File: src/rtl/zero_count_frame_accum_if.sv
// Result-record bus of zero_count_frame_accum: FIFO head with a valid/ready handshake.
interface zero_count_frame_accum_if #(
  parameter int unsigned FRAME_W = 8,
  parameter int unsigned ACC_W   = FRAME_W + 6
);
  logic               out_vld;
  logic               out_rdy;
  logic [ACC_W-1:0]   out_sum;
  logic [FRAME_W:0]   out_words;
  logic [5:0]         out_min;
  logic [5:0]         out_max;

  modport master (
    output out_vld, out_sum, out_words, out_min, out_max,
    input  out_rdy
  );

  modport slave (
    input  out_vld, out_sum, out_words, out_min, out_max,
    output out_rdy
  );
endinterface

File: src/rtl/zero_count_frame_accum.sv
// Accumulates per-word zero counts over programmable frames and queues one record per frame.
// Define ZERO_COUNT_FRAME_ACCUM_MINMAX_EN to add min/max tracking to each record.
module zero_count_frame_accum #(
  parameter int unsigned FRAME_W = 8,
  parameter int unsigned ACC_W   = FRAME_W + 6
) (
  input  logic                     clk,
  input  logic                     rst,
  input  logic [FRAME_W-1:0]       cfg_frame_len,
  input  logic                     in_vld,
  input  logic [5:0]               in_cnt,
  input  logic                     flush,
  input  logic                     clr_ovf,
  output logic                     busy,
  output logic                     ovf_r,
  zero_count_frame_accum_if.master out_if
);

  localparam int unsigned WORDS_W = FRAME_W + 1;
  localparam int unsigned CNT_W   = 6;
  localparam logic [CNT_W-1:0]   CNT_MAX  = CNT_W'(32);
  localparam logic [WORDS_W-1:0] LEN_FULL = {1'b1, {FRAME_W{1'b0}}};

  typedef struct packed {
    logic [ACC_W-1:0]   sum;
    logic [WORDS_W-1:0] words;
`ifdef ZERO_COUNT_FRAME_ACCUM_MINMAX_EN
    logic [CNT_W-1:0]   cnt_min;
    logic [CNT_W-1:0]   cnt_max;
`endif
  } rec_t;

  typedef enum logic {IDLE, ACCUM} state_t;

  state_t             state_q, state_d;
  logic [WORDS_W-1:0] len_q, len_d;
  logic [ACC_W-1:0]   sum_q, sum_d;
  logic [WORDS_W-1:0] words_q, words_d;
`ifdef ZERO_COUNT_FRAME_ACCUM_MINMAX_EN
  logic [CNT_W-1:0]   min_q, min_d;
  logic [CNT_W-1:0]   max_q, max_d;
`endif
  logic [CNT_W-1:0]   cnt_c;
  logic               close_c;
  rec_t               rec_c;

  rec_t               mem0_q, mem1_q, head_c;
  logic               wr_ptr_q, rd_ptr_q;
  logic [1:0]         fill_q, fill_d;
  logic               ovf_q;
  logic               pop_c, push_c, drop_c;

  assign cnt_c = (in_cnt > CNT_MAX) ? CNT_MAX : in_cnt;

  // Frame FSM: next state, accumulator update and close detection.
  always_comb begin
    state_d = state_q;
    len_d   = len_q;
    sum_d   = sum_q;
    words_d = words_q;
`ifdef ZERO_COUNT_FRAME_ACCUM_MINMAX_EN
    min_d   = min_q;
    max_d   = max_q;
`endif
    close_c = 1'b0;
    rec_c   = '0;
    case (state_q)
      IDLE: begin
        if (in_vld) begin
          len_d   = (cfg_frame_len == '0) ? LEN_FULL : WORDS_W'(cfg_frame_len);
          sum_d   = ACC_W'(cnt_c);
          words_d = WORDS_W'(1);
`ifdef ZERO_COUNT_FRAME_ACCUM_MINMAX_EN
          min_d   = cnt_c;
          max_d   = cnt_c;
`endif
          if (len_d == WORDS_W'(1) || flush) close_c = 1'b1;
          else                               state_d = ACCUM;
        end
      end
      ACCUM: begin
        if (in_vld) begin
          sum_d   = sum_q + ACC_W'(cnt_c);
          words_d = words_q + WORDS_W'(1);
`ifdef ZERO_COUNT_FRAME_ACCUM_MINMAX_EN
          min_d   = (cnt_c < min_q) ? cnt_c : min_q;
          max_d   = (cnt_c > max_q) ? cnt_c : max_q;
`endif
          if (words_d == len_q || flush) begin
            close_c = 1'b1;
            state_d = IDLE;
          end
        end else if (flush) begin
          close_c = 1'b1;
          state_d = IDLE;
        end
      end
      default: state_d = IDLE;
    endcase
    rec_c.sum   = sum_d;
    rec_c.words = words_d;
`ifdef ZERO_COUNT_FRAME_ACCUM_MINMAX_EN
    rec_c.cnt_min = min_d;
    rec_c.cnt_max = max_d;
`endif
  end

  always_ff @(posedge clk or negedge rst) begin
    if (!rst) begin
      state_q <= IDLE;
      len_q   <= '0;
      sum_q   <= '0;
      words_q <= '0;
`ifdef ZERO_COUNT_FRAME_ACCUM_MINMAX_EN
      min_q   <= '0;
      max_q   <= '0;
`endif
    end else begin
      state_q <= state_d;
      len_q   <= len_d;
      sum_q   <= sum_d;
      words_q <= words_d;
`ifdef ZERO_COUNT_FRAME_ACCUM_MINMAX_EN
      min_q   <= min_d;
      max_q   <= max_d;
`endif
    end
  end

  // A pop in the same cycle frees the slot a full FIFO would otherwise refuse.
  assign pop_c  = out_if.out_vld && out_if.out_rdy;
  assign push_c = close_c && ((fill_q != 2'd2) || pop_c);
  assign drop_c = close_c && !push_c;
  assign fill_d = fill_q + 2'(push_c) - 2'(pop_c);

  always_ff @(posedge clk or negedge rst) begin
    if (!rst) begin
      mem0_q   <= '0;
      mem1_q   <= '0;
      wr_ptr_q <= 1'b0;
      rd_ptr_q <= 1'b0;
      fill_q   <= 2'd0;
      ovf_q    <= 1'b0;
    end else begin
      if (push_c) begin
        if (wr_ptr_q) mem1_q <= rec_c;
        else          mem0_q <= rec_c;
        wr_ptr_q <= ~wr_ptr_q;
      end
      if (pop_c) rd_ptr_q <= ~rd_ptr_q;
      fill_q <= fill_d;
      if (drop_c)       ovf_q <= 1'b1;
      else if (clr_ovf) ovf_q <= 1'b0;
    end
  end

  assign head_c           = rd_ptr_q ? mem1_q : mem0_q;
  assign out_if.out_vld   = (fill_q != 2'd0);
  assign out_if.out_sum   = head_c.sum;
  assign out_if.out_words = head_c.words;
`ifdef ZERO_COUNT_FRAME_ACCUM_MINMAX_EN
  assign out_if.out_min   = head_c.cnt_min;
  assign out_if.out_max   = head_c.cnt_max;
`else
  assign out_if.out_min   = '0;
  assign out_if.out_max   = '0;
`endif
  assign busy  = (state_q == ACCUM);
  assign ovf_r = ovf_q;

endmodule

File: src/flat_wrapper.sv
// flat-port wrapper written by rule: the top's interface ports become plain ports
module zero_count_frame_accum_flat 
#(
  parameter int unsigned FRAME_W = 8,
  parameter int unsigned ACC_W   = FRAME_W + 6
)
  (clk, rst, cfg_frame_len, in_vld, in_cnt, flush, clr_ovf, busy, ovf_r, out_if_out_vld, out_if_out_sum, out_if_out_words, out_if_out_min, out_if_out_max, out_if_out_rdy);
  zero_count_frame_accum_if #(.FRAME_W(FRAME_W), .ACC_W(ACC_W)) out_if_i ();
  input  logic clk;
  input  logic rst;
  input  logic [FRAME_W-1:0] cfg_frame_len;
  input  logic in_vld;
  input  logic [5:0] in_cnt;
  input  logic flush;
  input  logic clr_ovf;
  output logic busy;
  output logic ovf_r;
  output wire logic [$bits(out_if_i.out_vld)-1:0] out_if_out_vld;
  output wire logic [$bits(out_if_i.out_sum)-1:0] out_if_out_sum;
  output wire logic [$bits(out_if_i.out_words)-1:0] out_if_out_words;
  output wire logic [$bits(out_if_i.out_min)-1:0] out_if_out_min;
  output wire logic [$bits(out_if_i.out_max)-1:0] out_if_out_max;
  input wire logic [$bits(out_if_i.out_rdy)-1:0] out_if_out_rdy;
  assign out_if_out_vld = out_if_i.out_vld;
  assign out_if_out_sum = out_if_i.out_sum;
  assign out_if_out_words = out_if_i.out_words;
  assign out_if_out_min = out_if_i.out_min;
  assign out_if_out_max = out_if_i.out_max;
  assign out_if_i.out_rdy = out_if_out_rdy;
  zero_count_frame_accum #(.FRAME_W(FRAME_W), .ACC_W(ACC_W)) u_core (.clk(clk), .rst(rst), .cfg_frame_len(cfg_frame_len), .in_vld(in_vld), .in_cnt(in_cnt), .flush(flush), .clr_ovf(clr_ovf), .busy(busy), .ovf_r(ovf_r), .out_if(out_if_i));
endmodule
File: config.mk
export PLATFORM = sky130hd
export DESIGN_NAME = zero_count_frame_accum_flat
export DESIGN_NICKNAME = d
export VERILOG_FILES = /design/src/rtl/zero_count_frame_accum_if.sv /design/src/rtl/zero_count_frame_accum.sv /design/src/flat_wrapper.sv
export SDC_FILE = /design/constraint.sdc
export NUM_CORES = 1
export LEC_CHECK = 0
export BUFFER_PORTS_ARGS = -buffer_cell sky130_fd_sc_hd__buf_2
export CORE_UTILIZATION = 36
export CTS_BUF_LIST = sky130_fd_sc_hd__clkbuf_2
export CTS_CLUSTER_SIZE = 25
export DETAILED_ROUTE_END_ITERATION = 6
export PLACE_DENSITY_LB_ADDON = 0.15
export SETUP_SLACK_MARGIN = 0.15
export SLEW_MARGIN = 5
export SYNTH_ARGS = -nofsm -noshare
export SYNTH_HDL_FRONTEND = slang
export SYNTH_SLANG_ARGS = --single-unit
File: constraint.sdc
create_clock -name clk -period 3.3 [get_ports clk]
set_input_delay 0.495 -clock clk [delete_from_list [all_inputs] [get_ports clk]]
set_output_delay 0.495 -clock clk [all_outputs]
set_load 0.02 [all_outputs]
==> reports/results.txt, run 1 <==
Clock tree root buffer cell: clkbuf_2
Data arrival at the endpoint of the critical path: 3270 ps
Crit path launch type: flop
Buffering stage count on the worst path with inverters included: 0
Run status: completed
CTS tree: yes
Global route total overflow: 0
Synth-to-layout area growth: 12.7%
Routability-driven placement congestion ratio: 0.847
Buffers on Ports: 45
Number of nets with antenna violations after routing: 0
Die span in y: 115 um
Sequential-to-total area share from yosys stat: 0.461
Max-slew violation count: 0
Fraction of final layout cells with drive strength greater than 1: 0.309
Setup-failing EPs final: 0
Wirelength per Cell: 15.4 um
Crit path max fanout: 23
Clock sink count: 84
Number of diodes added for antenna fixing: 0
Effective utilization at floorplan: 0.375
Boundary pin count: 58
LEAKAGE: 0.00250 uW
Total Negative Setup Slacks: 0 ps
H-tree depth: 3
Core outline area: 12200 um2
Ys Warns: 0
Number of buffers inserted during clock tree synthesis: 9
Path type of the worst min-delay path: in -> reg
Total DRC errors in the routed layout: 0
Number of synthesized flops with an enable pin: 0
Start-to-end type of the worst setup path: reg -> reg
Setup clock skew after layout: 34.3 ps
Via total after detailed routing: 3166
Mean Syn Cell Area: 11.1 um2
Largest voltage drop on the vdd net: 0.311 mV
Clock period minus worst slack: 2830 ps
Standard-cell rows: 40
Kind of cell adding the most delay to the critical path: compound AO/OA/AOI/OAI gates
Design internal power: 1930 uW
Combinational share of power: 0.341
Aggregate global-route resource usage: 0.165
Worst path max stage delay: 580 ps
Half-perimeter wire length after detailed placement: 6940 um
Placed instance count: 619
Setup repair after global routing missed its margin: false
Clock slew at reported path FFs: 240 ps
Overall power consumption: 2970 uW
Number of max-capacitance violations reported: 0
CP cell instances: ha_1 -> nand3_1 -> mux2i_1 -> mux2i_1 -> a21oi_1 -> o32a_4 -> mux2_2
Synthesized area: 4560 um2
Portion of the clock cycle consumed by the worst path in the final layout: 0.857
Via count of the first global-routing pass: 3269
Power per unit of standard cell area: 577 nW/um2
Primary FF master, synth: dfrtp_1
Cell variety after synth: 61
Pin count of the biggest net entering global routing: 38
Required time of the worst setup path: 3740 ps
Antenna violations before repair: 0
Category of the worst setup path capture point: flop
Clock share of power: 0.209
Number of vias per cell: 4.97
Sequential power share: 0.449
Setup fix buffers added after clock tree synthesis: 0
Synthesized instance count: 410
Iter 0 DRT Violations: 111
Horiz. Die Dim: 115 um
Proportion of register bits with asynchronous set or reset after synthesis: 1.00
Quantity of hold-fixing buffers added after cts: 1
Worst-case clock buffer depth: 2
Detailed Routing Iterations Pass 1: 4
Fraction of power spent switching nets: 0.349
Number of standard cells in the layout, taps in and fillers out: 637
Global-route wire length before repair: 16400 um
Final hold violations: 0
Routed wire length: 9810 um
Post-synthesis sequential element count: 84
Filler Cell Count: 1183
Master of the slowest instance on the critical path: o32a_4
Most Frequent Cell on Critical Path: mux2i_1
Worst slew margin: 0.623
Worst Max-Slew Pin Slew: 558 ps
Gates resized, CTS repair: 0
Peak Freq: 353 MHz
Skew-Pair Late Insertion Delay: 550 ps
Net switching power: 1030 uW
Total Nets Final: 495
Die Area: 13100 um2
-- per-layer routing --
metal | GRT usage | up-vias | share of wire
met2 | 0.284 | 60 | 0.50
li1 | - | 1548 | -
met3 | 0.0434 | 6 | 0.036
met4 | 0.0407 | 0 | 0.0075
met1 | 0.205 | 1552 | 0.46
met5 | 0 | - | 0
-- power by group through the flow --
stage | clock network (uW) | logic, uW | registers [uW]
2_1_floorplan | 0 | 803 | 1300
3_3_place_gp | 0 | 1020 | 1350
3_5_place_dp | 0 | 1030 | 1350
4_1_cts | 655 | 1040 | 1340
5_1_grt | 694 | 1120 | 1360
6_report | 621 | 1010 | 1330
-- through the flow --
step            util  setup slack, ps  hold slack [ps]  instance area, um2
2_1_floorplan      -              736              199                4600
3_3_place_gp   0.409              462              481                4980
3_5_place_dp   0.409              418              490                4980
4_1_cts        0.422              443             25.1                5130
5_1_grt        0.423              225             4.55                5140
6_report       0.423              471              106                5140
-- flip-flops by register name (all words and copies together), names as in the netlist --
register and cells:
u_core.ovf_r 1, u_core.sum_q 14, u_core.busy 1, u_core.len_q 9, u_core.fill_q 2, u_core.mem1_q 23
u_core.mem0_q 23, u_core.rd_ptr_q 1, u_core.words_q 9, u_core.wr_ptr_q 1
-- layout make-up --
| cell class | instances | area (um2) | area share |
|---|---|---|---|
| Multi-Input combinational cell | 289 | 2250 | 0.438 |
| Sequential cell | 84 | 2100 | 0.409 |
| Timing Repair Buffer | 60 | 358 | 0.0696 |
| Tap cell | 168 | 210 | 0.0409 |
| Clock inverter | 7 | 98.8 | 0.0192 |
| Inverter | 20 | 75.1 | 0.0146 |
| Clock buffer | 9 | 45.0 | 0.00876 |
-- logic make-up after synthesis --
group,count (synthesis),synth area share
AO/OA/AOI/OAI,65,0.109
XOR/XNOR,16,0.0307
adder cells (fa/ha/maj),11,0.0318
buffers and inverters,48,0.0546
flip-flops,84,0.461
multiplexers,77,0.201
other,1,0.000822
AND/OR/NAND/NOR,108,0.110
-- worst register-to-register path, cell delays in order, from the launching register on --
cell     delay [ps]
dfrtp_1         480
ha_1            290
nand3_1         230
mux2i_1         220
mux2i_1          80
a21oi_1         460
o32a_4          580
mux2_2          390
-- worst paths after layout --
| kind | start | endpoint | slack [ps] | depth (start not counted) |
|---|---|---|---|---|
| setup reg to reg | u_core.words_q[0] | u_core.mem1_q[10] | 470 | 7 |
| hold reg to reg | u_core.fill_q[1] | u_core.fill_q[1] | 530 | 1 |
| min in group asynchronous | rst | u_core.mem0_q[4] | 410 | 2 |
| hold / removal | clr_ovf | u_core.ovf_r | 110 | 2 |
| setup / recovery | u_core.words_q[0] | u_core.mem1_q[10] | 470 | 7 |
| max in group asynchronous | rst | u_core.sum_q[7] | 2110 | 3 |
-- cells in the final DEF (no fill, tap or decap), drive strengths merged, types with 4 or more instances in the layout --
cell / count
a21o: 4
a21oi: 13
buf: 58
clkbuf: 9
clkinv: 5
conb: 12
dfrtp: 84
ha: 10
inv: 20
mux2: 64
mux2i: 13
nand2: 47
nand3: 9
nor2: 20
nor2b: 5
nor3: 5
o21ai: 10
o311ai: 4
o31ai: 4
or2: 4
or3: 4
xnor2: 10
xor2: 6
-- Yosys cell counts (2+ instances only) --
cell type	n	area (um2)
nor4_1	3	18.8
o211ai_1	3	22.5
mux2i_1	13	130
buf_6	2	22.5
or3_1	4	25.0
xor2_1	6	52.6
clkbuf_1	10	37.5
nor2_1	20	75.1
a21oi_1	13	65.1
nand4_1	2	12.5
nand2_1	47	176
nor3_1	5	25.0
o21ai_0	10	50.1
nor2b_1	5	31.3
o311ai_0	4	35.0
mux2_4	18	270
dfrtp_1	84	2100
inv_1	19	71.3
o31ai_1	3	22.5
mux2_2	46	518
and2_1	3	18.8
o2bb2ai_1	3	26.3
xnor2_1	10	87.6
a21o_1	4	30.0
o22ai_1	2	12.5
nand3_1	8	40.0
or4_1	3	22.5
buf_4	14	105
or2_2	3	18.8
a211o_1	2	17.5
ha_1	10	125
o221ai_1	2	17.5
Power figures use the tool's default switching activity.
==> inputs of run 2 (changes only) <==
--- a/config.mk
+++ b/config.mk
@@ -13,2 +13,3 @@
 export PLACE_DENSITY_LB_ADDON = 0.15
+export RECOVER_POWER = 25
 export SETUP_SLACK_MARGIN = 0.15
==> constraint.sdc (replaced) <==
create_clock -name clk -period 3.3 [get_ports clk]
set_input_delay 0.99 -clock clk [delete_from_list [all_inputs] [get_ports clk]]
set_output_delay 0.99 -clock clk [all_outputs]
set_load 0.02 [all_outputs]
==> run 2 against run 1 <==
Compared with the run above:
- die area stayed put
- total power is 3.5% lower
- global-route usage is 0.13 points lower
- cell area is 0.61% lower
- clock power is 18% lower
- first-iteration DRC count is 21% higher
- sequential share of layout area is 0.25 points higher
- sequential power hardly changed
- largest cell class unchanged
- largest power group unchanged
- highest routed layer unchanged
==> reports/results.txt, run 2 (synthesized netlist as in run 1, its figures left out) <==
Run status: completed
Clock tree root buffer cell: clkbuf_2
Total Nets Final: 498
Required time of the worst setup path: 3750 ps
Setup fix buffers added after clock tree synthesis: 0
Die span in y: 115 um
Routability-driven placement congestion ratio: 0.799
Total Negative Setup Slacks: 0 ps
Category of the worst setup path capture point: flop
Post-layout util: 0.420
Setup repair after global routing missed its margin: false
Routed wire length: 9790 um
Synth-to-layout area growth: 12.0%
Via count of the first global-routing pass: 3179
Worst path max stage delay: 590 ps
Start-to-end type of the worst setup path: reg -> reg
Data arrival at the endpoint of the critical path: 3430 ps
Die Area: 13100 um2
Final hold violations: 0
Setup clock skew after layout: 26.2 ps
Crit path max fanout: 16
Source of the worst hold timing path: u_core.fill_q[1]
Wirelength per Cell: 15.3 um
Largest voltage drop on the vdd net: 0.265 mV
Reg2reg path depth: 8
Most frequent cells in the layout: dfrtp_1, nand2_1, mux2_2
Pin count of the biggest net entering global routing: 32
Capture point of the worst reg-to-reg path: u_core.mem0_q[8]
Antenna violations before repair: 0
Max-slew violation count: 0
Skew-Pair Late Insertion Delay: 560 ps
Global-route wire length before repair: 16100 um
Path type of the worst min-delay path: reg -> reg
Crit path launch type: flop
Total DRC errors in the routed layout: 0
Number of diodes added for antenna fixing: 0
Worst slew margin: 0.0269
Worst-case clock buffer depth: 2
Core outline area: 12200 um2
Gates resized, CTS repair: 0
Horiz. Die Dim: 115 um
Iter 0 DRT Violations: 134
Reg2Reg Launch Point: u_core.words_q[0]
LEAKAGE: 0.00249 uW
Peak Freq: 336 MHz
Final standard cell area without fillers: 5110 um2
CTS tree: yes
Clock period minus worst slack: 2980 ps
Detailed Routing Iterations Pass 1: 4
Cell depth of the worst hold path: 1
Worst-case register-to-register setup slack: 320 ps
Number of max-capacitance violations reported: 0
Clock slew at reported path FFs: 230 ps
Aggregate global-route resource usage: 0.163
Worst Max-Slew Pin Slew: 1460 ps
Setup-failing EPs final: 0
H-tree depth: 3
Number of vias per cell: 4.87
Buffers on Ports: 45
Filler Cell Count: 1238
Most common library cell in the layout ignoring fill and taps: dfrtp_1
Post-detailed-placement cell area: 5010 um2
Effective utilization at floorplan: 0.375
Standard-cell rows: 40
Global route total overflow: 0
CP cell instances: ha_1 -> xor2_1 -> nor3_1 -> o311ai_0 -> a211o_1 -> o31ai_4 -> buf_12 -> mux2_2
Boundary pin count: 58
Master of the slowest instance on the critical path: o31ai_4
Number of nets with antenna violations after routing: 0
Top flop regs: u_core.mem0_q: 23 flops, u_core.mem1_q: 23 flops, u_core.sum_q: 14 flops
Number of buffers inserted during clock tree synthesis: 9
Fraction of final layout cells with drive strength greater than 1: 0.314
Via total after detailed routing: 3114
Sink of the worst hold path: u_core.fill_q[1]
Half-perimeter wire length after detailed placement: 6920 um
Power per unit of standard cell area: 560 nW/um2
Portion of the clock cycle consumed by the worst path in the final layout: 0.903
Quantity of hold-fixing buffers added after cts: 0
Clock sink count: 84
==> run 2: how the worst max path moves through the flow <==
stage / from / endpoint / slack (ps) / cells past startpoint
2_1_floorplan: in_cnt[0] / u_core.mem1_q[19] / 240 / 9
3_3_place_gp: in_cnt[0] / u_core.mem1_q[19] / 30 / 10
3_5_place_dp: in_cnt[5] / u_core.mem0_q[20] / -20 / 10
4_1_cts: u_core.words_q[0] / u_core.mem0_q[8] / 270 / 8
5_1_grt: u_core.words_q[0] / u_core.mem0_q[3] / 180 / 8
6_report: u_core.words_q[0] / u_core.mem0_q[8] / 320 / 8
==> run 2: routing by layer <==
| metal | up-vias | wire length, um | GRT usage |
|---|---|---|---|
| met1 | 1504 | 4460 | 0.200 |
| met2 | 53 | 4910 | 0.277 |
| li1 | 1549 | - | - |
| met5 | - | 0 | 0 |
| met3 | 8 | 330 | 0.0529 |
| met4 | 0 | 90 | 0.0416 |
==> run 2: power by group <==
group          internal, uW  leakage [uW]  switching, uW
sequential             1200       0.00110            103
combinational           478       0.00133            568
clock                   164     0.0000650            347
total                  1840       0.00249           1020
==> run 2: critical path: cells and delay by family (launching register included) <==
kind / cells / cell delay [ps]
adder cells (fa/ha/maj): 1 / 350
XOR/XNOR: 1 / 150
multiplexers: 1 / 350
AO/OA/AOI/OAI: 3 / 1090
AND/OR/NAND/NOR: 1 / 180
buffers and inverters: 1 / 250
flip-flops: 1 / 490
==> run 2: through the flow <==
stage | hold WS, ps | total power [uW] | cells | setup slack, ps
floorplan | 465 | 2100 | 421 | 241
global placement | 483 | 2380 | 624 | 34.4
detailed placement | 485 | 2400 | 624 | -24.5
CTS | 219 | 2930 | 639 | 266
global route | 506 | 3070 | 639 | 178
finish | 517 | 2860 | 639 | 320
==> run 2: cell type report <==
| class | count | area, um2 | area share |
|---|---|---|---|
| clock inverter | 6 | 56.3 | 0.0110 |
| sequential | 84 | 2100 | 0.411 |
| timing repair buffer | 63 | 369 | 0.0723 |
| clock buffer | 9 | 45.0 | 0.00882 |
| multi-input combinational | 289 | 2250 | 0.441 |
| tap | 168 | 210 | 0.0411 |
| inverter | 20 | 75.1 | 0.0147 |
==> inputs of run 3 (changes only) <==
- CORE_ASPECT_RATIO: default -> 0.5
==> run 3 against run 2 <==
Compared with the run above:
- the flow now finishes with violations (max-capacitance violations, max-slew violations)
- critical path depth is the same
- sequential power about the same
- core utilization increased by 0.64 points
- flip-flop and latch count did not move
- first-iteration DRC count up 22%
- hold slack improved by 5.6 ps
- maximum frequency rose by 0.62%
- cell area increased by 0.91%
- register-to-register slack better by 20 ps
- via count grew 1.7%
- largest power group unchanged
==> reports/results.txt, run 3 (synthesized netlist as in run 1, its figures left out) <==
Run status: finished with violations
Violations in the final reports: max-capacitance violations, max-slew violations
Path type of the worst min-delay path: reg -> reg
Pin count of the biggest net entering global routing: 44
Category of the worst setup path capture point: flop
Die Area: 13200 um2
Aggregate global-route resource usage: 0.161
Data arrival at the endpoint of the critical path: 3430 ps
Crit path launch type: flop
Core outline area: 12100 um2
Reg2reg path depth: 8
Wirelength per Cell: 15.3 um
Worst slew margin: -0.598
Horiz. Die Dim: 161 um
Most frequent cells in the layout: dfrtp_1, nand2_1, mux2_2
Number of vias per cell: 4.96
Synth-to-layout area growth: 13.0%
Number of standard cells in the layout, taps in and fillers out: 638
Buffers on Ports: 45
Clock tree root buffer cell: clkbuf_2
Number of max-capacitance violations reported: 1
Clock period minus worst slack: 2960 ps
Number of buffers inserted during clock tree synthesis: 9
Largest voltage drop on the vdd net: 0.285 mV
Placed instance count: 622
Via total after detailed routing: 3167
Global route total overflow: 0
Boundary pin count: 58
Overall power consumption: 2940 uW
Setup repair after global routing missed its margin: false
Iter 0 DRT Violations: 163
Power per unit of standard cell area: 570 nW/um2
Start-to-end type of the worst setup path: reg -> reg
Most common library cell in the layout ignoring fill and taps: dfrtp_1
Standard-cell rows: 28
Number of diodes added for antenna fixing: 0
Max-slew violation count: 43
Worst Hold Slack: 523 ps
Clock slew at reported path FFs: 250 ps
Required time of the worst setup path: 3770 ps
Final hold violations: 0
Portion of the clock cycle consumed by the worst path in the final layout: 0.898
Crit path max fanout: 15
Worst Max-Slew Pin Slew: 2400 ps
H-tree depth: 3
Effective utilization at floorplan: 0.377
Antenna violations before repair: 0
Top flop regs: u_core.mem0_q: 23 flops, u_core.mem1_q: 23 flops, u_core.sum_q: 14 flops
Global-route wire length before repair: 16300 um
Total Nets Final: 499
Setup clock skew after layout: 33.1 ps
Clock sink count: 84
Via count of the first global-routing pass: 3141
Worst Slack Setup Final: 338 ps
Setup-failing EPs final: 0
Half-perimeter wire length after detailed placement: 6930 um
LEAKAGE: 0.00251 uW
Number of nets with antenna violations after routing: 0
Detailed Routing Iterations Pass 1: 4
Routed wire length: 9740 um
Worst-case setup slack after placement: -5.13 ps
Setup fix buffers added after clock tree synthesis: 0
Total DRC errors in the routed layout: 0
Cell depth of the worst hold path: 1
Fraction of final layout cells with drive strength greater than 1: 0.321
Die span in y: 81.6 um
Routability-driven placement congestion ratio: 0.790
Worst-case clock buffer depth: 2
CTS tree: yes
Peak Freq: 338 MHz
Skew-Pair Late Insertion Delay: 570 ps
==> run 3: changes by cell type in the layout (fill, tap and decap cells not counted), sizes merged <==
cell / delta
inv: +3
clkinvlp: +1
buf: +2
clkbuf: -1
clkinv: -3
==> run 3: power by group <==
part / switching (uW) / leakage, uW / internal (uW)
clock network: 396 / 0.0000695 / 184
logic: 566 / 0.00134 / 485
registers: 104 / 0.00110 / 1200
total: 1070 / 0.00251 / 1870
==> run 3: final timing paths <==
path	from	end	slack (ps)
setup / recovery	u_core.words_q[0]	u_core.mem0_q[21]	340
hold / removal	u_core.fill_q[1]	u_core.fill_q[1]	520
setup reg to reg	u_core.words_q[0]	u_core.mem0_q[21]	340
hold reg to reg	u_core.fill_q[1]	u_core.fill_q[1]	520
max in group asynchronous	rst	u_core.fill_q[1]	850
min in group asynchronous	rst	u_core.len_q[7]	1110
==> run 3: through the flow <==
step                      instance area, um2  utilization  TNS (ps)
after floorplan                         4600            -         0
after global placement                  5030        0.416         0
after detailed placement                5030        0.416     -5.13
after CTS                               5150        0.427         0
after global routing                    5150        0.427         0
final                                   5150        0.427         0
==> run 3: area by class of cell <==
cell class / instances / area, um2
clock buffers: 9 / 45.0
clock inverters: 7 / 80.1
fillers: 1189 / 6930
well taps: 165 / 206
repair buffers: 64 / 392
inverters: 20 / 75.1
flip-flops and latches: 84 / 2100
multi-input cells: 289 / 2250
==> run 3: routing by layer <==
layer,global-route usage,wire (um),up-vias
met2,0.259,4290,47
met4,0.0491,93,0
met5,0,0,-
met1,0.216,5040,1563
li1,-,-,1548
met3,0.0384,303,9
==> run 3: worst max-delay path: stages (launching register included) <==
cell	delay [ps]
dfrtp_1	490
ha_1	340
xor2_1	150
nor3_1	190
o311ai_0	150
a211o_1	350
o31ai_4	600
buf_12	240
mux2_2	340
==> run 3: repair_timing <==
item | 4_1_cts | 5_1_grt
hold buffers | 0 | 0
resized for setup | 0 | 1
endpoints found under the setup margin | 0 | 9
